===== src/rtl/seg_scan_scheduler_if.sv =====
// Update handshake and scanned-display bus of the parking display scheduler.
// The master side drives updates and display options; the slave side is the scheduler.
interface seg_scan_scheduler_if #(
  parameter int unsigned VAL_W = 10
);
  logic             upd_valid;
  logic [VAL_W-1:0] upd_value;
  logic             upd_ready;
  logic             blank_en;
  logic             blink_en;
  logic [3:0]       bcd_out;
  logic [3:0]       an_n;
  logic [1:0]       digit_sel;
  logic             busy;

  modport master (
    output upd_valid, upd_value, blank_en, blink_en,
    input  upd_ready, bcd_out, an_n, digit_sel, busy
  );

  modport slave (
    input  upd_valid, upd_value, blank_en, blink_en,
    output upd_ready, bcd_out, an_n, digit_sel, busy
  );
endinterface


===== src/rtl/seg_scan_scheduler.sv =====
// Four-digit common-anode scan scheduler with a sequential double-dabble converter,
// leading-zero blanking, inter-digit ghosting guard and frame-based blink.
module seg_scan_scheduler #(
  parameter int unsigned VAL_W        = 10,
  parameter int unsigned SCAN_DIV     = 50000,
  parameter int unsigned GUARD        = 2,
  parameter int unsigned BLINK_FRAMES = 64
) (
  input logic                clk,
  input logic                rst_n,
  seg_scan_scheduler_if.slave bus
);

  localparam int unsigned SLOT_W  = $clog2(SCAN_DIV);
  localparam int unsigned CNT_W   = $clog2(VAL_W + 1);
  localparam int unsigned FRAME_W = $clog2(BLINK_FRAMES + 1);

  typedef enum logic [1:0] {StIdle, StShift, StCommit} state_e;

  state_e             state_q;
  logic [15:0]        acc_bcd_q;
  logic [VAL_W-1:0]   acc_bin_q;
  logic [CNT_W-1:0]   cnt_q;
  logic [15:0]        disp_q;
  logic               ready_q;
  logic               busy_q;

  logic [SLOT_W-1:0]  slot_q;
  logic [1:0]         digit_sel_q;
  logic [FRAME_W-1:0] frame_q;
  logic               blink_off_q;
  logic [3:0]         bcd_q;
  logic [3:0]         an_q;
  logic               dark_q;

  logic [15:0]        bcd_adj;
  logic [3:0]         blank_vec;
  logic               last_slot;
  logic               slot_start;
  logic               frame_wrap;
  logic               dark_comb;
  logic               dark_now;
  logic [3:0]         onehot;

  // Add-3 correction applied before each shift of the double-dabble engine.
  always_comb begin
    bcd_adj = acc_bcd_q;
    for (int i = 0; i < 4; i++) begin
      if (acc_bcd_q[4*i +: 4] >= 4'd5) begin
        bcd_adj[4*i +: 4] = acc_bcd_q[4*i +: 4] + 4'd3;
      end
    end
  end

  always_ff @(posedge clk or negedge rst_n) begin
    if (!rst_n) begin
      state_q   <= StIdle;
      acc_bcd_q <= '0;
      acc_bin_q <= '0;
      cnt_q     <= '0;
      disp_q    <= '0;
      ready_q   <= 1'b1;
      busy_q    <= 1'b0;
    end else begin
      unique case (state_q)
        StIdle: begin
          if (bus.upd_valid && ready_q) begin
            acc_bin_q <= bus.upd_value;
            acc_bcd_q <= '0;
            cnt_q     <= CNT_W'(VAL_W);
            ready_q   <= 1'b0;
            busy_q    <= 1'b1;
            state_q   <= StShift;
          end
        end
        StShift: begin
          acc_bcd_q <= {bcd_adj[14:0], acc_bin_q[VAL_W-1]};
          acc_bin_q <= {acc_bin_q[VAL_W-2:0], 1'b0};
          cnt_q     <= cnt_q - CNT_W'(1);
          if (cnt_q == CNT_W'(1)) begin
            busy_q  <= 1'b0;
            state_q <= StCommit;
          end
        end
        StCommit: begin
          disp_q  <= acc_bcd_q;
          ready_q <= 1'b1;
          state_q <= StIdle;
        end
        default: state_q <= StIdle;
      endcase
    end
  end

  // A digit is blanked when it and every more significant digit are zero.
  always_comb begin
    blank_vec    = 4'b0000;
    blank_vec[3] = bus.blank_en && (disp_q[15:12] == 4'd0);
    blank_vec[2] = blank_vec[3] && (disp_q[11:8] == 4'd0);
    blank_vec[1] = blank_vec[2] && (disp_q[7:4] == 4'd0);
  end

  assign last_slot  = (slot_q == SLOT_W'(SCAN_DIV - 1));
  assign slot_start = (slot_q == '0);
  assign frame_wrap = last_slot && (digit_sel_q == 2'd3);
  assign dark_comb  = blank_vec[digit_sel_q] || (bus.blink_en && blink_off_q);
  // Blank/blink decision is frozen for the whole slot so a mid-slot commit cannot flicker it.
  assign dark_now   = slot_start ? dark_comb : dark_q;
  assign onehot     = 4'b0001 << digit_sel_q;

  always_ff @(posedge clk or negedge rst_n) begin
    if (!rst_n) begin
      slot_q      <= '0;
      digit_sel_q <= 2'd0;
      frame_q     <= '0;
      blink_off_q <= 1'b0;
      bcd_q       <= 4'd0;
      an_q        <= 4'hF;
      dark_q      <= 1'b0;
    end else begin
      slot_q <= last_slot ? '0 : slot_q + SLOT_W'(1);
      if (last_slot) begin
        digit_sel_q <= digit_sel_q + 2'd1;
      end

      if (!bus.blink_en) begin
        frame_q     <= '0;
        blink_off_q <= 1'b0;
      end else if (frame_wrap) begin
        if (frame_q == FRAME_W'(BLINK_FRAMES - 1)) begin
          frame_q     <= '0;
          blink_off_q <= ~blink_off_q;
        end else begin
          frame_q <= frame_q + FRAME_W'(1);
        end
      end

      // Nibble source is sampled once per slot, so a commit lands on the next slot boundary.
      if (slot_start) begin
        bcd_q  <= disp_q[4*digit_sel_q +: 4];
        dark_q <= dark_comb;
      end

      if ((slot_q < SLOT_W'(GUARD)) || dark_now) begin
        an_q <= 4'hF;
      end else begin
        an_q <= ~onehot;
      end
    end
  end

  assign bus.upd_ready = ready_q;
  assign bus.busy      = busy_q;
  assign bus.bcd_out   = bcd_q;
  assign bus.an_n      = an_q;
  assign bus.digit_sel = digit_sel_q;

endmodule

===== src/flat_wrapper.sv =====
// flat-port wrapper written by rule: the top's interface ports become plain ports
module seg_scan_scheduler_flat 
#(
  parameter int unsigned VAL_W        = 10,
  parameter int unsigned SCAN_DIV     = 50000,
  parameter int unsigned GUARD        = 2,
  parameter int unsigned BLINK_FRAMES = 64
)
  (clk, rst_n, bus_upd_valid, bus_upd_value, bus_blank_en, bus_blink_en, bus_upd_ready, bus_bcd_out, bus_an_n, bus_digit_sel, bus_busy);
  seg_scan_scheduler_if #(.VAL_W(VAL_W)) bus_i ();
  input logic clk;
  input logic rst_n;
  input wire logic [$bits(bus_i.upd_valid)-1:0] bus_upd_valid;
  input wire logic [$bits(bus_i.upd_value)-1:0] bus_upd_value;
  input wire logic [$bits(bus_i.blank_en)-1:0] bus_blank_en;
  input wire logic [$bits(bus_i.blink_en)-1:0] bus_blink_en;
  output wire logic [$bits(bus_i.upd_ready)-1:0] bus_upd_ready;
  output wire logic [$bits(bus_i.bcd_out)-1:0] bus_bcd_out;
  output wire logic [$bits(bus_i.an_n)-1:0] bus_an_n;
  output wire logic [$bits(bus_i.digit_sel)-1:0] bus_digit_sel;
  output wire logic [$bits(bus_i.busy)-1:0] bus_busy;
  assign bus_i.upd_valid = bus_upd_valid;
  assign bus_i.upd_value = bus_upd_value;
  assign bus_i.blank_en = bus_blank_en;
  assign bus_i.blink_en = bus_blink_en;
  assign bus_upd_ready = bus_i.upd_ready;
  assign bus_bcd_out = bus_i.bcd_out;
  assign bus_an_n = bus_i.an_n;
  assign bus_digit_sel = bus_i.digit_sel;
  assign bus_busy = bus_i.busy;
  seg_scan_scheduler #(.VAL_W(VAL_W), .SCAN_DIV(SCAN_DIV), .GUARD(GUARD), .BLINK_FRAMES(BLINK_FRAMES)) u_core (.clk(clk), .rst_n(rst_n), .bus(bus_i));
endmodule

===== config.mk =====
export PLATFORM = sky130hd
export DESIGN_NAME = seg_scan_scheduler_flat
export DESIGN_NICKNAME = d
export VERILOG_FILES = /design/src/rtl/seg_scan_scheduler_if.sv /design/src/rtl/seg_scan_scheduler.sv /design/src/flat_wrapper.sv
export SDC_FILE = /design/constraint.sdc
export NUM_CORES = 1
export LEC_CHECK = 0
export BUFFER_PORTS_ARGS = -buffer_cell sky130_fd_sc_hd__buf_2
export CORE_UTILIZATION = 57
export CTS_BUF_LIST = sky130_fd_sc_hd__clkbuf_8
export DETAILED_ROUTE_END_ITERATION = 12
export PLACE_DENSITY = 0.89
export RECOVER_POWER = 50
export SLEW_MARGIN = 10
export SYNTH_ARGS = -nofsm -noshare
export SYNTH_HDL_FRONTEND = slang
export SYNTH_SLANG_ARGS = --single-unit

===== constraint.sdc =====
create_clock -name clk -period 1.8 [get_ports clk]
set_clock_uncertainty 0.1 [all_clocks]
set_input_delay 0.09 -clock clk [delete_from_list [all_inputs] [get_ports clk]]
set_output_delay 0.09 -clock clk [all_outputs]
set_load 0.05 [all_outputs]

# Yosys cells after proc, flatten, opt, wreduce, memory -nomap -nowiden
# Index checks and enable logic that the tools add are counted.
# Widths: inputs -> output; s select.
classes:
  n_mux: 29
  n_reduce_logical: 20
  add_sub_neg: 8
  n_shift: 2
  n_bitwise: 2
  magnitude_cmp: 6
  eq_ne: 10
op_table:
  columns: ["op", "n"]
  rows:
  - ["$mux 16", 2]
  - ["$pmux 16 s2", 1]
  - ["$mux 7", 3]
  - ["$mux 4", 5]
  - ["$pmux 10 s2", 1]
  - ["$add 16x1->16 const B", 1]
  - ["$eq 16x16->1 const B", 1]
  - ["$ge 4x3->1 const B", 4]
  - ["$logic_not 16->1", 1]
  - ["$lt 16x2->1 const B", 1]
  - ["$shiftx 16x5->4", 1]
  - ["$add 4x2->4 const B", 3]
  - ["$logic_not 4->1", 3]
  - ["$mux 10", 1]
  - ["$mux 1", 8]
  - ["$ne 2x1->1 const B", 4]
  - ["$pmux 4 s2", 1]
  - ["$reduce_and 2->1", 4]
  - ["$add 7x1->7 const B", 1]
  - ["$eq 7x6->1 const B", 1]
  - ["$logic_and 1x1->1", 6]
  - ["$eq 2x2->1 const B", 2]
  - ["$eq 4x1->1 const B", 1]
  - ["$mux 2", 2]
  - ["other kinds (16)", 19]
word_totals:
  inputBits: 15
  elab_cells: 91
  output_inout_bits: 12
  regBits: 85

# Depth between registers and ports, before layout
logic_depth:
  ltp_word: 10
  ltp_mapped: 6
  mapped_depth_nobuf: 6

# Worst setup path after synthesis
# OpenSTA, ideal clock, no wires.
synth_timing:
  path_kind: "register to register"
  from: "register u_core.digit_sel_q[0] (netlist: u_core.bus.digit_sel[0])"
  to: "register u_core.bcd_q[1] (netlist: u_core.bus.bcd_out[1])"
  required_time_ns: 1.575
  n_path_buf: 1
  setup_ns: 0.125
  period_less_slack_ns: 1.992
  path_stages_with_launch: 4
  setup_slack_ns: -0.192
  arrival_ns: 1.767
  path_cell_list: "dfrtp_1 clkbuf_1 mux4_2 mux2_2"
synth_between:
  elab_chain_cells: 1
synth_lines:
  columns: ["element", "line_no", "text"]
  rows:
  - ["from (decl)", "seg_scan_scheduler.sv:29", "logic [1:0] digit_sel_q;"]
  - ["from (signal assigned)", "seg_scan_scheduler.sv:123", "digit_sel_q <= digit_sel_q + 2'd1;"]
  - ["$shiftx 16x5->4", "seg_scan_scheduler.sv:140", "bcd_q <= disp_q[4*digit_sel_q +: 4];"]
  - ["to (signal assigned)", "seg_scan_scheduler.sv:140", null]
  - ["to (decl)", "seg_scan_scheduler.sv:32", "logic [3:0] bcd_q;"]
# Every way passes these cells.
# A chain may end at the register's enable or synchronous reset.

# Worst setup path after layout
layout_timing:
  from: "register u_core.slot_q[13]"
  to: "register u_core.bcd_q[1] (netlist: u_core.bus.bcd_out[1])"
layout_between:
  elab_chain_cells: 1
layout_lines:
  columns: ["element", "line_no", "text"]
  rows:
  - ["from (decl)", "seg_scan_scheduler.sv:28", "logic [SLOT_W-1:0] slot_q;"]
  - ["from (signal assigned)", "seg_scan_scheduler.sv:121", "slot_q <= last_slot ? '0 : slot_q + SLOT_W'(1);"]
  - ["$logic_not 16->1", "seg_scan_scheduler.sv:104", "assign slot_start = (slot_q == '0);"]
# Every way passes these cells.

==> flow_summary_export.csv <==
group,metric,value,unit
run_status,run_status,"completed",
timing,grt_setup_unrepaired,"yes",
synthesis,yosysMostFrequentCell,"dfrtp_1",
synthesis,async_flop_share,100,%
worst_setup_path,cp_max_fo,6,
global_route,grt-ovfl-total,0,
pwr,total_power,0.00589,W
pwr,switchingPower,0.00201,W
synthesis,synth_area_leaders,"dfrtp_1, mux2_2, ha_1",
synthesis,synth_top_cell_by_area,"dfrtp_1",
floorplan,start_util,58.8,%
floorplan,rows,31,
floorplan,die_h,88.5,um
floorplan,die_w,88.5,um
pwr,swShare,34.2,%
cts,cts_buffers,9,
detailed_routing,wl_per_cell,16.8,um
timing,relSlewSlack,30.1,%
synthesis,syn-num-nets,418,
finish,nNetsFinal,488,
worst_setup_path,setup.worst_path.start_class,"flip-flop",
worst_setup_path,endpoint_kind,"flip-flop",
detailed_routing,ant_nets,0,
pwr,p_clk_share,23.4,%
place,gp_congestion,0.843,
timing,min_period,1.77,ns
finish,antenna_cells,0,
cts,clk_latency,0.36,ns
synthesis,syn_area_per_cell,11.0,um2
detailed_routing,vias,3213,
cts,cts_tree,"yes",
worst_setup_path,slowest_delay,0.44,ns
synthesis,syn_inst,386,
global_route,antenna_found_initial,0,
cts,clkTransAtPathRegs,0.08,ns
synthesis,synth_area,0.00426,mm2
timing,fin_crit_sh,98.5,%
worst_setup_path,crit_chain,"nor4_4 -> buf_4 -> nand4_2 -> buf_6 -> mux2_2",
cts,htree_levels,3,
synthesis,synth_ff_type,"dfrtp_1",
timing,tns,0,ns
min_path,hp-class,"primary input to flip-flop",
synthesis,synthTopCellsByCount,"dfrtp_1, nand2_1, mux2_2, inv_1",
place,portBuffers,26,
place,post-dp-hpwl,6220,um
detailed_routing,drt_iter0_drc,134,
detailed_routing,wirelength,9390,um
timing,setup_viol,0,
pwr,p_comb_share,29.7,%
finish,syn2layout_area_growth,21.0,%
floorplan,die_area,0.00783,mm2
timing,timing.fmax,564,MHz
pwr,intPower,0.00388,W
detailed_routing,firstDrtPassIters,4,
worst_setup_path,required,1.94,ns
floorplan,io_pins,27,
cts,cts_num_sinks,85,
finish,layout-drive-gt1-share,30.9,%
timing,hold_violations,0,
detailed_routing,drc,0,
pwr,seq_power_share,46.9,%
detailed_routing,routed_via_density,5.75,
global_route,track_usage,25.5,%
worst_setup_path,cp.arrival,1.92,ns
synthesis,netlist.area_leader.share,46.9,%
global_route,grt_max_degree,41,
finish,fillers,497,
synthesis,ys_seq_area_share,50.0,%
flow_run,max_cap_viol_count,0,
timing,slew_violations,0,
cts,clk_path_buf_depth,2,
global_route,grt_pass1_vias,3175,
pwr,ir_drop,718,uV
synthesis,ys_ff_latch,85,
global_route,grt_pass1_wl,15100,um
pwr,p_leak,2.31,nW
worst_setup_path,worstSetupPathType,"flip-flop to flip-flop",
synthesis,synth_edf_count,0,
timing,tightest_slew,1.05,ns
synthesis,ys_warn_count,0,
worst_setup_path,slowest_stage,"dfrtp_2",
pwr,power.density,1140,mW/mm2
finish,final_core_util,71.1,%
cts,root_buffer,"clkbuf_8",
synthesis,synth.distinct_cells,58,
floorplan,design.core.area,0.00725,mm2
timing,holdWs,0.286,ns
[critical path, delay by kind of cell (launching register included)]
kind,cells,cell delay (ns)
AND/OR/NAND/NOR,2,0.49
flip-flops,1,0.44
buffers and inverters,2,0.36
multiplexers,1,0.27
[metrics by stage]
| step | std cells | instance area [um2] | worst slack (ns) |
|---|---|---|---|
| 3_5_place_dp | 529 | 4750 | -0.0182 |
| 2_1_floorplan | 386 | 4290 | 0.00613 |
| 6_report | 559 | 5160 | 0.0270 |
| 5_1_grt | 559 | 5160 | -0.0693 |
| 3_3_place_gp | 529 | 4750 | 0.0373 |
| 4_1_cts | 558 | 5120 | 0.00515 |
[worst paths after layout]
path / start / end / slack, ns / depth (start not counted)
worst min-delay path: bus_blank_en / u_core.dark_q / 0.29 / 5
worst min register to register: u_core.bus.busy / u_core.bus.busy / 0.37 / 1
worst max register to register: u_core.slot_q[13] / u_core.bus.bcd_out[1] / 0.03 / 5
max in group asynchronous: rst_n / u_core.acc_bin_q[5] / 0.32 / 3
min in group asynchronous: rst_n / u_core.frame_q[5] / 0.35 / 2
worst max-delay path: u_core.slot_q[13] / u_core.bus.bcd_out[1] / 0.03 / 5
[state kept, by name, summed over array words and instances, names as in the netlist]
register	count
u_core.acc_bcd_q	16
u_core.acc_bin_q	10
u_core.blink_off_q	1
u_core.bus.an_n	4
u_core.bus.bcd_out	4
u_core.bus.busy	1
u_core.bus.digit_sel	2
u_core.bus.upd_ready	1
u_core.cnt_q	4
u_core.dark_q	1
u_core.disp_q	16
u_core.frame_q	7
u_core.slot_q	16
u_core.state_q	2
[timing repair]
action / in CTS / in global routing
setup endpoints to repair: 11 / 21
gates resized for setup: 6 / 12
pin swaps: 4 / 6
setup buffers: 1 / 1
hold buffers: 13 / 0
hold endpoints to repair: 57 / 0
[power groups by stage]
stage	Combinational (W)	Clock (W)	Sequential, W
finish	0.00175	0.00138	0.00276
global placement	0.00155	0	0.00271
CTS	0.00171	0.00138	0.00274
detailed placement	0.00166	0	0.00275
floorplan	0.00118	0	0.00267
global route	0.00196	0.00146	0.00281
[logic make-up after synthesis]
logic type	Yosys count	share of synthesized area, %
AND/OR/NAND/NOR	124	16.5
adder cells (fa/ha/maj)	17	4.99
XOR/XNOR	22	4.52
flip-flops	85	50.0
AO/OA/AOI/OAI	68	10.6
buffers and inverters	35	3.29
multiplexers	35	10.1
[layer usage]
layer  global-route usage [%]  wire length (um)  share of wire, %
met4                     7.48               111               1.2
met3                     5.04               353               3.8
met2                     45.5              5030                54
met1                     31.3              3890                41
met5                        0                 0                 0
[cells in the final DEF, fill, tap and decap left out, types with 5 or more instances in the layout]
cell / n
dfrtp_1: 74
nand2_1: 46
buf_4: 31
mux2_2: 25
buf_2: 25
inv_1: 20
o21ai_0: 17
ha_1: 13
dlygate4sd3_1: 13
nand3_1: 12
xnor2_1: 11
xor2_1: 11
clkbuf_8: 11
nor2_1: 9
nand2b_1: 9
nor3_1: 8
o22ai_1: 8
o31ai_1: 7
mux2i_1: 6
a22oi_1: 6
dfrtp_2: 6
a21oi_1: 5
dfstp_2: 5
[layout make-up]
cell class | count | area, um2 | area share [%]
Timing Repair Buffer | 74 | 541 | 10.5
Tap cell | 99 | 124 | 2.40
Clock inverter | 4 | 47.5 | 0.922
Clock buffer | 11 | 151 | 2.93
Inverter | 20 | 75.1 | 1.46
Sequential cell | 85 | 2140 | 41.5
Multi-Input combinational cell | 266 | 2080 | 40.3
Note: power is estimated with default switching activity, not from simulation.
